--- src/rtl/mem_arb_pkg.sv ---
// rtl/mem_arb_pkg.sv - shared types and constants for the sample-memory arbiter.
package mem_arb_pkg;

  localparam int DEF_ADDR_WIDTH = 23;
  localparam int DEF_DATA_WIDTH = 16;

  localparam logic REQ_LOAD = 1'b0;
  localparam logic REQ_PLAY = 1'b1;

  typedef enum logic [1:0] {
    ST_IDLE    = 2'd0,
    ST_ACCESS  = 2'd1,
    ST_CAPTURE = 2'd2
  } state_t;

endpackage

--- src/rtl/mem_access_arbiter_if.sv ---
// rtl/mem_access_arbiter_if.sv - requester and memory-side signal bundle for the arbiter.
interface mem_access_arbiter_if
  import mem_arb_pkg::*;
#(
  parameter int ADDR_WIDTH = DEF_ADDR_WIDTH,
  parameter int DATA_WIDTH = DEF_DATA_WIDTH
);

  logic                  req0, req1;
  logic                  wr0, wr1;
  logic [ADDR_WIDTH-1:0] addr0, addr1;
  logic [DATA_WIDTH-1:0] wdata0, wdata1;
  logic                  ack0, ack1;
  logic                  rvalid0, rvalid1;
  logic [DATA_WIDTH-1:0] rdata;
  logic                  busy;
  logic                  mem_reset;
  logic                  mem_we, mem_oe;
  logic [ADDR_WIDTH-1:0] mem_addr;
  logic [DATA_WIDTH-1:0] mem_din;
  logic [DATA_WIDTH-1:0] mem_dout;

  modport master (
    output req0, req1, wr0, wr1, addr0, addr1, wdata0, wdata1, mem_dout,
    input  ack0, ack1, rvalid0, rvalid1, rdata, busy,
    input  mem_reset, mem_we, mem_oe, mem_addr, mem_din
  );

  modport slave (
    input  req0, req1, wr0, wr1, addr0, addr1, wdata0, wdata1, mem_dout,
    output ack0, ack1, rvalid0, rvalid1, rdata, busy,
    output mem_reset, mem_we, mem_oe, mem_addr, mem_din
  );

endinterface

--- src/rtl/rr_arb2.sv ---
// rtl/rr_arb2.sv - two-way round-robin grant with last-grant memory.
module rr_arb2
  import mem_arb_pkg::*;
(
  input  logic       clk,
  input  logic       reset,
  input  logic [1:0] i_req,
  input  logic       i_update,
  output logic       o_valid,
  output logic       o_grant
);

  logic r_last;

  always_comb begin
    o_valid = |i_req;
    o_grant = i_req[1];
    if (i_req == 2'b11) o_grant = ~r_last;
  end

  // Reset to the playback side so the loader wins the first contention.
  always_ff @(posedge clk) begin
    if (!reset) r_last <= REQ_PLAY;
    else if (i_update && o_valid) r_last <= o_grant;
  end

endmodule

--- src/rtl/mem_access_arbiter.sv ---
// rtl/mem_access_arbiter.sv - round-robin access sequencer for the shared sample memory.
module mem_access_arbiter
  import mem_arb_pkg::*;
#(
  parameter int ADDR_WIDTH = DEF_ADDR_WIDTH,
  parameter int DATA_WIDTH = DEF_DATA_WIDTH
) (
  input logic                 clk,
  input logic                 reset,
  mem_access_arbiter_if.slave bus
);

  state_t                r_state, w_next;
  logic                  w_gnt_valid, w_gnt, w_grant_now;
  logic                  r_sel, r_wr, r_cap_pend;
  logic [ADDR_WIDTH-1:0] r_addr, r_mem_addr;
  logic [DATA_WIDTH-1:0] r_wdata, r_mem_din, r_rdata;
  logic                  r_ack0, r_ack1, r_rvalid0, r_rvalid1;
  logic                  r_busy, r_mem_reset, r_mem_we, r_mem_oe;

  assign w_grant_now = (r_state == ST_IDLE) && w_gnt_valid;

  rr_arb2 u_rr_arb2 (
    .clk      (clk),
    .reset    (reset),
    .i_req    ({bus.req1, bus.req0}),
    .i_update (w_grant_now),
    .o_valid  (w_gnt_valid),
    .o_grant  (w_gnt)
  );

  always_ff @(posedge clk) begin
    if (!reset) r_state <= ST_IDLE;
    else        r_state <= w_next;
  end

  always_comb begin
    w_next = r_state;
    case (r_state)
      ST_IDLE:    if (w_grant_now) w_next = ST_ACCESS;
      ST_ACCESS:  w_next = r_wr ? ST_IDLE : ST_CAPTURE;
      ST_CAPTURE: w_next = ST_IDLE;
      default:    w_next = ST_IDLE;
    endcase
  end

  // Memory strobes lag the state by one cycle; read data lands one cycle after
  // CAPTURE, so r_cap_pend carries the capture into the following IDLE cycle.
  always_ff @(posedge clk) begin
    if (!reset) begin
      r_sel       <= REQ_LOAD;
      r_wr        <= 1'b0;
      r_addr      <= '0;
      r_wdata     <= '0;
      r_ack0      <= 1'b0;
      r_ack1      <= 1'b0;
      r_busy      <= 1'b0;
      r_mem_we    <= 1'b0;
      r_mem_oe    <= 1'b0;
      r_mem_addr  <= '0;
      r_mem_din   <= '0;
      r_cap_pend  <= 1'b0;
      r_rvalid0   <= 1'b0;
      r_rvalid1   <= 1'b0;
      r_rdata     <= '0;
      r_mem_reset <= 1'b1;
    end else begin
      r_mem_reset <= 1'b0;
      r_ack0      <= w_grant_now && (w_gnt == REQ_LOAD);
      r_ack1      <= w_grant_now && (w_gnt == REQ_PLAY);
      if (w_grant_now) begin
        r_sel   <= w_gnt;
        r_wr    <= (w_gnt == REQ_PLAY) ? bus.wr1    : bus.wr0;
        r_addr  <= (w_gnt == REQ_PLAY) ? bus.addr1  : bus.addr0;
        r_wdata <= (w_gnt == REQ_PLAY) ? bus.wdata1 : bus.wdata0;
      end
      r_busy   <= (r_state != ST_IDLE);
      r_mem_we <= (r_state == ST_ACCESS) && r_wr;
      r_mem_oe <= ((r_state == ST_ACCESS) && !r_wr) || (r_state == ST_CAPTURE);
      if (r_state == ST_ACCESS) begin
        r_mem_addr <= r_addr;
        if (r_wr) r_mem_din <= r_wdata;
      end
      r_cap_pend <= (r_state == ST_CAPTURE);
      r_rvalid0  <= r_cap_pend && (r_sel == REQ_LOAD);
      r_rvalid1  <= r_cap_pend && (r_sel == REQ_PLAY);
      if (r_cap_pend) r_rdata <= bus.mem_dout;
    end
  end

  assign bus.ack0      = r_ack0;
  assign bus.ack1      = r_ack1;
  assign bus.rvalid0   = r_rvalid0;
  assign bus.rvalid1   = r_rvalid1;
  assign bus.rdata     = r_rdata;
  assign bus.busy      = r_busy;
  assign bus.mem_reset = r_mem_reset;
  assign bus.mem_we    = r_mem_we;
  assign bus.mem_oe    = r_mem_oe;
  assign bus.mem_addr  = r_mem_addr;
  assign bus.mem_din   = r_mem_din;

endmodule

--- src/flat_wrapper.sv ---
// flat-port wrapper written by rule: the top's interface ports become plain ports
module mem_access_arbiter_flat import mem_arb_pkg::*;
#(
  parameter int ADDR_WIDTH = DEF_ADDR_WIDTH,
  parameter int DATA_WIDTH = DEF_DATA_WIDTH
)
  (clk, reset, bus_req0, bus_req1, bus_wr0, bus_wr1, bus_addr0, bus_addr1, bus_wdata0, bus_wdata1, bus_mem_dout, bus_ack0, bus_ack1, bus_rvalid0, bus_rvalid1, bus_rdata, bus_busy, bus_mem_reset, bus_mem_we, bus_mem_oe, bus_mem_addr, bus_mem_din);
  mem_access_arbiter_if #(.ADDR_WIDTH(ADDR_WIDTH), .DATA_WIDTH(DATA_WIDTH)) bus_i ();
  input logic clk;
  input logic reset;
  input wire logic [$bits(bus_i.req0)-1:0] bus_req0;
  input wire logic [$bits(bus_i.req1)-1:0] bus_req1;
  input wire logic [$bits(bus_i.wr0)-1:0] bus_wr0;
  input wire logic [$bits(bus_i.wr1)-1:0] bus_wr1;
  input wire logic [$bits(bus_i.addr0)-1:0] bus_addr0;
  input wire logic [$bits(bus_i.addr1)-1:0] bus_addr1;
  input wire logic [$bits(bus_i.wdata0)-1:0] bus_wdata0;
  input wire logic [$bits(bus_i.wdata1)-1:0] bus_wdata1;
  input wire logic [$bits(bus_i.mem_dout)-1:0] bus_mem_dout;
  output wire logic [$bits(bus_i.ack0)-1:0] bus_ack0;
  output wire logic [$bits(bus_i.ack1)-1:0] bus_ack1;
  output wire logic [$bits(bus_i.rvalid0)-1:0] bus_rvalid0;
  output wire logic [$bits(bus_i.rvalid1)-1:0] bus_rvalid1;
  output wire logic [$bits(bus_i.rdata)-1:0] bus_rdata;
  output wire logic [$bits(bus_i.busy)-1:0] bus_busy;
  output wire logic [$bits(bus_i.mem_reset)-1:0] bus_mem_reset;
  output wire logic [$bits(bus_i.mem_we)-1:0] bus_mem_we;
  output wire logic [$bits(bus_i.mem_oe)-1:0] bus_mem_oe;
  output wire logic [$bits(bus_i.mem_addr)-1:0] bus_mem_addr;
  output wire logic [$bits(bus_i.mem_din)-1:0] bus_mem_din;
  assign bus_i.req0 = bus_req0;
  assign bus_i.req1 = bus_req1;
  assign bus_i.wr0 = bus_wr0;
  assign bus_i.wr1 = bus_wr1;
  assign bus_i.addr0 = bus_addr0;
  assign bus_i.addr1 = bus_addr1;
  assign bus_i.wdata0 = bus_wdata0;
  assign bus_i.wdata1 = bus_wdata1;
  assign bus_i.mem_dout = bus_mem_dout;
  assign bus_ack0 = bus_i.ack0;
  assign bus_ack1 = bus_i.ack1;
  assign bus_rvalid0 = bus_i.rvalid0;
  assign bus_rvalid1 = bus_i.rvalid1;
  assign bus_rdata = bus_i.rdata;
  assign bus_busy = bus_i.busy;
  assign bus_mem_reset = bus_i.mem_reset;
  assign bus_mem_we = bus_i.mem_we;
  assign bus_mem_oe = bus_i.mem_oe;
  assign bus_mem_addr = bus_i.mem_addr;
  assign bus_mem_din = bus_i.mem_din;
  mem_access_arbiter #(.ADDR_WIDTH(ADDR_WIDTH), .DATA_WIDTH(DATA_WIDTH)) u_core (.clk(clk), .reset(reset), .bus(bus_i));
endmodule
--- config.mk ---
export PLATFORM = sky130hd
export DESIGN_NAME = mem_access_arbiter_flat
export DESIGN_NICKNAME = d
export VERILOG_FILES = /design/src/rtl/mem_arb_pkg.sv /design/src/rtl/mem_access_arbiter_if.sv /design/src/rtl/rr_arb2.sv /design/src/rtl/mem_access_arbiter.sv /design/src/flat_wrapper.sv
export SDC_FILE = /design/constraint.sdc
export NUM_CORES = 1
export LEC_CHECK = 0
export ABC_AREA = 1
export ABC_CLOCK_PERIOD_IN_PS = 1550
export CAP_MARGIN = 30
export CORE_MARGIN = 3
export CORE_UTILIZATION = 63
export CTS_CLUSTER_SIZE = 25
export DETAILED_ROUTE_END_ITERATION = 12
export DONT_BUFFER_PORTS = 1
export PLACE_DENSITY = 0.85
export SLEW_MARGIN = 20
export SYNTH_ARGS = -nofsm -noshare
export SYNTH_HDL_FRONTEND = slang
export SYNTH_HIERARCHICAL = 1
export SYNTH_SLANG_ARGS = --single-unit
--- constraint.sdc ---
create_clock -name clk -period 1.55 [get_ports clk]
set_input_delay 0.31 -clock clk [delete_from_list [all_inputs] [get_ports clk]]
set_output_delay 0.31 -clock clk [all_outputs]
set_load 0.05 [all_outputs]
[After elaboration in Yosys (flattened, before gate mapping)]
Cells that the tools add are included.
Word-level totals
  register bits: 108
  word-level logic and storage cells: 47
Cells by class
  reduce and logical (&&, ||, !) cells: 14
  bitwise gates (word level): 3
  equal/unequal tests: 4
  muxes and demuxes: 8
Operators with widths (count)
  23-bit 2-to-1 mux: 1
  16-bit 2-to-1 mux: 1
  1-bit logical AND: 8
  2-bit equality test, second input constant: 2
  2-bit 2-to-1 mux: 2
  2-bit case mux with 2 select lines: 1
  1-bit 2-to-1 mux: 3
  1-bit inverter: 3
  2-bit by 1-bit equality test with 1-bit output, second input constant: 1
  2-bit logical NOT: 1
  2-bit inequality test, second input constant: 1
  2-bit AND reduction: 1
  2-bit nonzero test: 1
  2-bit OR reduction: 1
  1-bit logical NOT: 1
  1-bit logical OR: 1

[Longest topological paths before layout]
  depth in word-level cells: 4
  gate-level depth with buffers: 8
  depth with buffers taken out: 6

[By module]
The synthesis kept the hierarchy.
Modules (own cells, without submodules)
  mem_access_arbiter: times used 1, area each 4458.0 um^2, cells each 688, sequential area each 2142.1 um^2
  rr_arb2: times used 1, area each 56.3 um^2, cells each 8, sequential area each 20.0 um^2

[Worst setup path before layout]
No wires, ideal clock.
  path kind: input -> register
  start: input port bus_req1
  end: register u_core.u_rr_arb2.r_last
  required time: 1.431 ns
  library setup time: 0.119 ns
  cell stages on the path: 7
  data arrival time: 1.080 ns
  slack: 0.351 ns
  cells stage by stage: or2_1 -> nand2_1 -> buf_6 -> buf_4 -> inv_1 -> nand3_1 -> nand3_1
On the way
  longest elaborated chain between the ends: 3
RTL lines
  start: declaration: line flat_wrapper.sv:12  | input wire logic [$bits(bus_i.req1)-1:0] bus_req1;
  2-bit OR reduction: line rr_arb2.sv:16  | o_valid = |i_req;
  1-bit logical AND: line mem_access_arbiter.sv:21  | assign w_grant_now = (r_state == ST_IDLE) && w_gnt_valid;
  via u_core.w_grant_now: line mem_access_arbiter.sv:14  | logic w_gnt_valid, w_gnt, w_grant_now;
  1-bit logical AND: line rr_arb2.sv:24  | else if (i_update && o_valid) r_last <= o_grant;
  end signal: assignment: line rr_arb2.sv:24
  end: declaration: line rr_arb2.sv:13  | logic r_last;
The timed path passes the listed nets, and every way through them passes these cells.
A chain may end at the register's enable or synchronous reset.

[Worst setup path in the final report]
  start: register u_core.r_mem_addr[21], in the netlist u_core/bus.mem_addr[21]
  end: output port bus_mem_addr[21]
RTL lines
  start: declaration: line mem_access_arbiter.sv:16  | logic [ADDR_WIDTH-1:0] r_addr, r_mem_addr;
  start signal: assignment: line mem_access_arbiter.sv:81  | r_mem_addr <= r_addr;
  end: declaration: line flat_wrapper.sv:29  | output wire logic [$bits(bus_i.mem_addr)-1:0] bus_mem_addr;
No word-level cell between the ends.

==> metrics.csv <==
stage,metric,value,unit
yosys,synth_common_cells,"nand2_1, nor2_1, dfxtp_1",
global_route,first_global_vias,3625,
global_route,busiest_layer,met2,
clock_tree,cts_root_buf,clkbuf_8,
drt,drc,0,
finish,drive_gt1_share,4.12,%
floorplanning,placementRows,30,
finish,n_antenna_cell,0,
worst_setup_path,cp_num_cells,0,
floorplanning,die_w,90.7,microns
global_route,grtUsageMet1,25.7,%
pwr,p_leak,2.44,nW
clock_tree,htreeDepth,3,
global_route,antenna_found_initial,0,
outcome,status,"finished, final reports clean",
yosys,synthCells,696,
global_route,use_met2,39.0,%
worst_setup_path,critPathCaptureType,output pin,
placement,dp_slack,0.265,ns
floorplanning,ios,163,
worst_setup_path,reg2reg_depth,7,
worst_setup_path,worstSetupPathType,register to output pin,
floorplanning,die_h,90.7,microns
timing,slew_headroom,62.4,%
finish,nFillCells,625,
worst_hold_path,hp-class,input port to register,
finish,stdcell_count,776,
run,max_cap_violations,0,
global_route,grt.total_usage,22.4,%
placement,placedCellCount,761,
yosys,yosysTopAreaCell,dfxtp_1,
clock_tree,path_clk_slew,0.09,ns
worst_setup_path,cp.required,1.24,ns
yosys,synth_ff_type,dfxtp_1,
yosys,synth.distinct_cells,19,
yosys,synth_edf_count,0,
global_route,gr-total-overflow,0,
global_route,grt_pass1_wl,15400,microns
timing,period_share,86.4,%
yosys,yosys_warnings,6,
floorplanning,start_util,65.7,%
yosys,netlist.area_leader.share,47.9,%
timing,fin_tns_setup,0,ns
yosys,yosysMostFrequentCell,nand2_1,
timing,slew_viol_final,0,
timing,fin_skew,0.00935,ns
pwr,power.density,1230,mW/mm^2
yosys,syn_nets,796,
global_route,met3_usage,7.92,%
global_route,grt_max_degree,100,
placement,dpl.hpwl,6370,microns
drt,drt_iter0_drc,150,
timing,setup_viol,0,
clock_tree,clock_latency,0.35,ns
timing,hold_viol_final,0,
timing,period_minus_slack,1.34,ns
clock_tree,cts_tree,built,
timing,fin_ws,0.210,ns
worst_hold_path,holdPathStages,1,
yosys,ys_ff_latch,108,
clock_tree,clock_path_buffers,2,
floorplanning,core-area,0.00687,sq mm
drt,avgRoutedWirePerCell,11.7,microns
yosys,async_flop_share,0,%
timing,max_freq,746,MHz
drt,final_antenna_net_count,0,
drt,vias_per_cell,4.96,
clock_tree,ctsHoldBuffers,0,
placement,place.gp.congestion,0.762,
placement,io_buffer_count,0,
clock_tree,cts_buffers,9,
drt,routed_wl,9110,microns
clock_tree,cts.sinks,108,
yosys,postSynthAreaPerCell,6.49,sq um
yosys,seq_area_frac_synth,47.9,%
finish,utilization,68.9,%
finish,final_nets,776,
clock_tree,post-cts-setup-buffers,0,
drt,vias,3851,
drt,firstDrtPassIters,4,
pwr,power.total,5.84,mW
worst_setup_path,worstPathArrival,1.03,ns
worst_setup_path,crit_fanout,2,
pwr,ir_drop,0.000634,V
yosys,syn_area,0.00451,sq mm
clock_tree,post_cts_resized,0,
worst_setup_path,startpoint_type,register,
finish,area_growth,4.79,%
floorplanning,die_area,0.00822,sq mm
timing,worst_slew_pin_slew,0.563,ns
yosys,ys_top_cells_by_area,"dfxtp_1, nand2_1, nor2_1",
timing,rsz0062_at_grt,false,
cell type report:
cell class / instances / area (sq um) / area share, %
sequential: 108 / 2160 / 45.7
clock buffer: 11 / 141 / 2.99
clock inverter: 4 / 26.3 / 0.555
tap: 96 / 120 / 2.54
inverter: 63 / 236 / 5.00
multi-input combinational: 487 / 1920 / 40.5
timing repair buffer: 7 / 128 / 2.70
report_power, final:
part           internal [mW]  leakage (nW)  total (mW)  switching (mW)
registers               3.02         0.888        3.53           0.516
logic                  0.316          1.47       0.828           0.512
clock network          0.618        0.0852        1.48           0.862
total                   3.95          2.44        5.84            1.89
metal layers:
metal	vias to the layer above	routed length (microns)	part of all wire, %
li1	2009	-	-
met1	1697	3700	41
met2	138	4460	49
met3	7	851	9.3
met4	0	89	0.98
met5	-	0	0
through the flow:
stage          cell area (sq um)  hold slack (ns)
6_report                    4730           0.0432
5_1_grt                     4730           0.0284
4_1_cts                     4730           0.0358
3_5_place_dp                4560            0.413
3_3_place_gp                4560            0.406
2_1_floorplan               4510            0.394
path summary, 6_finish.rpt:
kind,from,to,slack [ns]
worst max-delay path,u_core/bus.mem_addr[21]$_SDFFE_PN0N_,bus_mem_addr[21],0.21
worst min-delay path,reset,u_core/u_rr_arb2/r_last$_SDFFE_PN1P_,0.04
worst min register to register,u_core/r_sel$_SDFFE_PN0P_,u_core/bus.rvalid1$_SDFF_PN0_,0.45
worst max register to register,u_core/r_state[0]$_SDFFE_PN0P_,u_core/u_rr_arb2/r_last$_SDFFE_PN1P_,0.32
kinds of logic (layout without fill, tap and decap cells):
group / after synthesis / count (layout) / synth area share, %
buf+inv: 101 / 85 / 9.95
compound gates: 42 / 42 / 4.71
flops: 108 / 108 / 47.9
simple gates: 445 / 445 / 37.4
cells in the final DEF, fill, tap and decap left out, types with 2 or more instances in the layout:
| cell type | Yosys | layout |
|---|---|---|
| nand3_1 | 4 | 4 |
| o21ai_0 | 39 | 39 |
| clkbuf_8 | 0 | 10 |
| dfxtp_1 | 108 | 108 |
| inv_2 | 2 | 2 |
| inv_1 | 61 | 61 |
| clkinv_2 | 0 | 2 |
| nor2_1 | 196 | 196 |
| buf_12 | 0 | 6 |
| nand2_1 | 240 | 239 |
registers in the layout, summed over array words and instances (netlist names):
name                     flops
u_core/r_addr               23
u_core/r_cap_pend            1
u_core/bus.ack0              1
u_core/bus.mem_we            1
u_core/bus.ack1              1
u_core/bus.rvalid0           1
u_core/bus.rdata            16
u_core/bus.mem_din          16
u_core/u_rr_arb2/r_last      1
u_core/bus.busy              1
u_core/r_wr                  1
u_core/bus.mem_oe            1
u_core/r_wdata              16
u_core/r_sel                 1
u_core/bus.mem_reset         1
u_core/bus.rvalid1           1
u_core/r_state               2
u_core/bus.mem_addr         23
No activity file was read; power rests on OpenSTA's default activity.
